===== src/rtl/ibex_instr_aligner.sv =====
// Instruction aligner: splits word-aligned fetch words into 16/32-bit instructions,
// tracking the PC and stitching 32-bit instructions that straddle two fetch words.
module ibex_instr_aligner #(
    parameter logic [31:0] BOOT_ADDR = 32'h0000_0080
) (
    input  logic        clk,
    input  logic        rst,
    input  logic        flush_i,
    input  logic [31:0] flush_addr_i,
    input  logic        fetch_valid_i,
    input  logic [31:0] fetch_rdata_i,
    input  logic        fetch_err_i,
    output logic        fetch_ready_o,
    output logic        out_valid_o,
    input  logic        out_ready_i,
    output logic [31:0] out_instr_o,
    output logic [31:0] out_pc_o,
    output logic        out_is_compressed_o,
    output logic        out_err_o
);

    typedef enum logic [1:0] {EMPTY, BUF, HALT} state_e;

    state_e      state_reg, state_next;
    logic [31:1] pc_reg, pc_next;
    logic [15:0] buf_hw_reg, buf_hw_next;
    logic        lo_is_compressed;
    logic        hi_is_compressed;
    logic        unused_flush_lsb;

    assign lo_is_compressed = fetch_rdata_i[1:0] != 2'b11;
    assign hi_is_compressed = fetch_rdata_i[17:16] != 2'b11;
    assign unused_flush_lsb = flush_addr_i[0];

    always_comb begin
        state_next    = state_reg;
        pc_next       = pc_reg;
        buf_hw_next   = buf_hw_reg;
        out_valid_o   = 1'b0;
        out_err_o     = 1'b0;
        out_instr_o   = '0;
        fetch_ready_o = 1'b0;

        // Outputs are gated by rst so an in-flight instruction drops at once.
        if (rst) begin
            state_next = EMPTY;
        end else if (flush_i) begin
            fetch_ready_o = 1'b1;
            pc_next       = flush_addr_i[31:1];
            state_next    = EMPTY;
        end else if (state_reg == HALT) begin
            fetch_ready_o = 1'b1;
        end else if (fetch_valid_i) begin
            if (fetch_err_i) begin
                out_valid_o   = 1'b1;
                out_err_o     = 1'b1;
                fetch_ready_o = out_ready_i;
                if (out_ready_i) begin
                    state_next = HALT;
                end
            end else if (state_reg == BUF) begin
                // Upper half of this word starts the next instruction, so keep it.
                out_valid_o = 1'b1;
                out_instr_o = {fetch_rdata_i[15:0], buf_hw_reg};
                if (out_ready_i) begin
                    pc_next    = pc_reg + 31'd2;
                    state_next = EMPTY;
                end
            end else if (!pc_reg[1]) begin
                out_valid_o = 1'b1;
                if (lo_is_compressed) begin
                    out_instr_o = {16'h0000, fetch_rdata_i[15:0]};
                    if (out_ready_i) begin
                        pc_next = pc_reg + 31'd1;
                    end
                end else begin
                    out_instr_o   = fetch_rdata_i;
                    fetch_ready_o = out_ready_i;
                    if (out_ready_i) begin
                        pc_next = pc_reg + 31'd2;
                    end
                end
            end else if (hi_is_compressed) begin
                out_valid_o   = 1'b1;
                out_instr_o   = {16'h0000, fetch_rdata_i[31:16]};
                fetch_ready_o = out_ready_i;
                if (out_ready_i) begin
                    pc_next = pc_reg + 31'd1;
                end
            end else begin
                fetch_ready_o = 1'b1;
                buf_hw_next   = fetch_rdata_i[31:16];
                state_next    = BUF;
            end
        end
    end

    always_ff @(posedge clk or posedge rst) begin
        if (rst) begin
            state_reg  <= EMPTY;
            pc_reg     <= BOOT_ADDR[31:1];
            buf_hw_reg <= '0;
        end else begin
            state_reg  <= state_next;
            pc_reg     <= pc_next;
            buf_hw_reg <= buf_hw_next;
        end
    end

    assign out_pc_o            = {pc_reg, 1'b0};
    assign out_is_compressed_o = out_instr_o[1:0] != 2'b11;

endmodule


===== config.mk =====
export PLATFORM = sky130hd
export DESIGN_NAME = ibex_instr_aligner
export DESIGN_NICKNAME = d
export VERILOG_FILES = /design/src/rtl/ibex_instr_aligner.sv
export SDC_FILE = /design/constraint.sdc
export NUM_CORES = 1
export LEC_CHECK = 0
export BUFFER_PORTS_ARGS = -buffer_cell sky130_fd_sc_hd__buf_2
export CORE_AREA = 2 2 127 129
export CTS_CLUSTER_DIAMETER = 150
export DETAILED_ROUTE_END_ITERATION = 8
export DIE_AREA = 0 0 129 131
export PLACE_DENSITY_LB_ADDON = 0.2
export SETUP_SLACK_MARGIN = 0.5
export SYNTH_ARGS = -nofsm -noshare
export SYNTH_HDL_FRONTEND = slang
export SYNTH_SLANG_ARGS = --single-unit

===== constraint.sdc =====
create_clock -name clk -period 3.8 [get_ports clk]
set_input_delay 0.38 -clock clk [delete_from_list [all_inputs] [get_ports clk]]
set_output_delay 0.38 -clock clk [all_outputs]
set_load 0.05 [all_outputs]

==> impl_metrics.env <==
export IMPL_core_um2=15600
export IMPL_cp_arrival_ps=3120
export IMPL_path_clk_slew_ps=80
export IMPL_numClockSinks=49
export IMPL_cts_setup_buffers=0
export IMPL_most_common_layout_cells="135 x buf_2, 71 x nor2_1, 48 x dfrtp_1"
export IMPL_ys_seq_area_frac=0.2854
export IMPL_synth_warnings=0
export IMPL_ys_async_sr_fraction=1.000
export IMPL_layout_drive_gt1_share=0.2701
export IMPL_fp_row_count=46
export IMPL_drtAntennaViolNets=0
export IMPL_via_count=5087
export IMPL_grt_overflow_total=0
export IMPL_r2r_cells=7
export IMPL_clockRootBuffer="clkbuf_16"
export IMPL_drv_slew=0
export IMPL_grt_pass1_wl_um=26160
export IMPL_p_per_area_nw_per_um2=361.0
export IMPL_max_freq_mhz=341.0
export IMPL_ir_worst_vdd_uv=174.2
export IMPL_cts_tree="built"
export IMPL_nFillCells=1696
export IMPL_io_pins=138
export IMPL_whs_path_depth=3
export IMPL_syn_num_nets=632
export IMPL_total_power_w=0.001915
export IMPL_syn_inst=557
export IMPL_placement_io_buffers=135
export IMPL_track_usage=0.1964
export IMPL_worstMarginPinSlew_ps=961.5
export IMPL_setup_viol=0
export IMPL_reg2reg_to="pc_reg[25]"
export IMPL_slowest_stage="nor4_1"
export IMPL_crit_chain="buf_4, ha_1, nand3_1, nor4_1, a21oi_1, o41ai_1, nand3_1"
export IMPL_outcome="finished, final reports clean"
export IMPL_first_iter_violations=576
export IMPL_fin_nets=744
export IMPL_layout_commonest_cell="buf_2"
export IMPL_period_minus_slack_ps=2932
export IMPL_r2r_start="pc_reg[1]"
export IMPL_globalplace_congestion=0.8707
export IMPL_dieArea_um2=16900
export IMPL_drtPass1Iterations=5
export IMPL_cp_common_cell="nand3_1"
export IMPL_synth_cell_types=73
export IMPL_path_max_fanout=15
export IMPL_wl_um=17090
export IMPL_clk_latency_ps=300
export IMPL_start_util=0.2757
export IMPL_via_per_inst=5.742
export IMPL_maxSlewHeadroom=0.3531
export IMPL_hold_violations=0
export IMPL_synth_main_ff_cell="dfrtp_1"
export IMPL_ctsResizeCount=0
export IMPL_route_detailed_drc=0
export IMPL_worstSetupEndpointType="register"
export IMPL_crit_type="reg2reg"
export IMPL_largest_register_ffs=31
export IMPL_clockBufferDepth=2
export IMPL_hpwl_um=12300
export IMPL_cp_start_kind="register"
export IMPL_postSynthAreaPerCell_um2=7.721
export IMPL_hold_class="in2reg"
export IMPL_cts_made_buffers=5
export IMPL_fp_dieH_um=131
export IMPL_skew_ps=12.18
export IMPL_hp_start="flush_addr_i[25]"
export IMPL_cts_hold_buffers_added=0
export IMPL_n_antenna_cell=0
export IMPL_finalSetupTns_ps=0
export IMPL_h_tree_depth=2
export IMPL_synth_seq_cells=49
export IMPL_max_stage_delay_ps=730
export IMPL_critPathRequiredTime_ps=3980
export IMPL_r2r_slack_ps=870
export IMPL_wl_per_cell_um=19.29
export IMPL_area_delta_synth_final_pct=23.36
export IMPL_drv_cap=0
export IMPL_grt_max_degree=45
export IMPL_antenna_found_initial=0
export IMPL_rsz0062_at_grt="false"
export IMPL_p_leak_nw=2.326
export IMPL_die_width_um=129
export IMPL_period_share=0.7717
export IMPL_synth_edf_count=0
export IMPL_grt_pass1_vias=4766
export IMPL_syn_area_um2=4300
export IMPL_whs_endpoint="pc_reg[25]"
-- power by group --
part	internal [W]	leakage, nW	total, W	switching, W
Sequential	0.000598	0.632	0.000734	0.000136
Combinational	0.000231	1.63	0.000722	0.000491
Clock	0.000246	0.0641	0.000459	0.000213
Total	0.00107	2.33	0.00192	0.000840
-- synthesized netlist by cell type (all sizes together) (5+ instances only) --
cell    count  area [um^2]
nand3      17        95.09
inv        14        52.55
buf        18        88.84
a31oi       8        50.05
a21boi      5        37.54
nand2      35        131.4
a32oi       5        43.79
nor2       71        266.5
nor3       13        65.06
dfrtp      48         1201
ha          5        62.56
a211oi      5        37.54
nor4       15        108.9
o22ai       8        50.05
mux2       14        157.7
and2        6        37.54
o21ai      43        215.2
clkbuf     26        97.59
o31ai       6        45.04
nand2b      5        31.28
a221o      14        140.1
or3         5        31.28
o31a        5        43.79
a21oi      43        215.2
nand4b      5        43.79
or4         5        41.29
a22oi       5        37.54
nand4      18        127.6
and3       20        125.1
-- worst max-delay path: cells and delay by family, from the launching register on --
family / cells / cell delay (ps)
adders and majority gates: 1 / 260
buffers and inverters: 1 / 270
AOI/OAI and AO/OA: 2 / 560
and+or+nand+nor: 3 / 1100
DFF: 1 / 620
-- how the worst max path moves through the flow --
| stage | startpoint | end | slack, ps | depth (start not counted) |
|---|---|---|---|---|
| floorplan | pc_reg[1] | out_instr_o[17] | 670 | 6 |
| global placement | state_reg[0] | pc_reg[23] | 950 | 6 |
| detailed placement | state_reg[1] | pc_reg[23] | 930 | 7 |
| CTS | state_reg[1] | pc_reg[23] | 910 | 7 |
| global route | pc_reg[1] | pc_reg[25] | 680 | 7 |
| finish | pc_reg[1] | pc_reg[25] | 870 | 7 |
-- final cells by class --
class	count	area [um^2]	area share
Clock buffer	7	132.6	0.02500
Clock inverter	1	7.507	0.001415
Inverter	14	52.55	0.009906
Multi-Input combinational cell	450	2834	0.5342
Sequential cell	49	1227	0.2314
Tap cell	216	270.3	0.05094
Timing Repair Buffer	149	780.7	0.1472
-- logic make-up (layout without fill, tap and decap cells) --
group,after synthesis,after routing,synth area share
fa+ha+maj,5,5,0.01455
xor+xnor,4,4,0.008148
other cells,1,1,0.0008720
compound gates,192,192,0.3052
buf+inv,58,171,0.05557
simple gates,232,232,0.2889
flops,49,49,0.2854
mux,16,16,0.04132
-- metrics by stage --
stage / instances / utilization / cell area [um^2] / setup WS [ps] / hold slack (ps)
after floorplan: 557 / - / 4300 / 674.2 / 428.7
after global placement: 878 / 0.3311 / 5165 / 950.4 / 449.5
after detailed placement: 878 / 0.3311 / 5165 / 931.0 / 450.6
after CTS: 886 / 0.3401 / 5305 / 906.7 / 274.5
after global routing: 886 / 0.3401 / 5305 / 676.4 / 298.0
final: 886 / 0.3401 / 5305 / 867.7 / 273.2
-- layer usage --
| metal | up-vias | track usage | wire length (um) |
|---|---|---|---|
| met3 | 27 | 0.03054 | 1185 |
| met1 | 2490 | 0.2720 | 7636 |
| met4 | 0 | 0.06905 | 348 |
| met5 | - | 0 | 0 |
| met2 | 194 | 0.3119 | 7923 |
| li1 | 2376 | - | - |
Power figures use the tool's default switching activity.
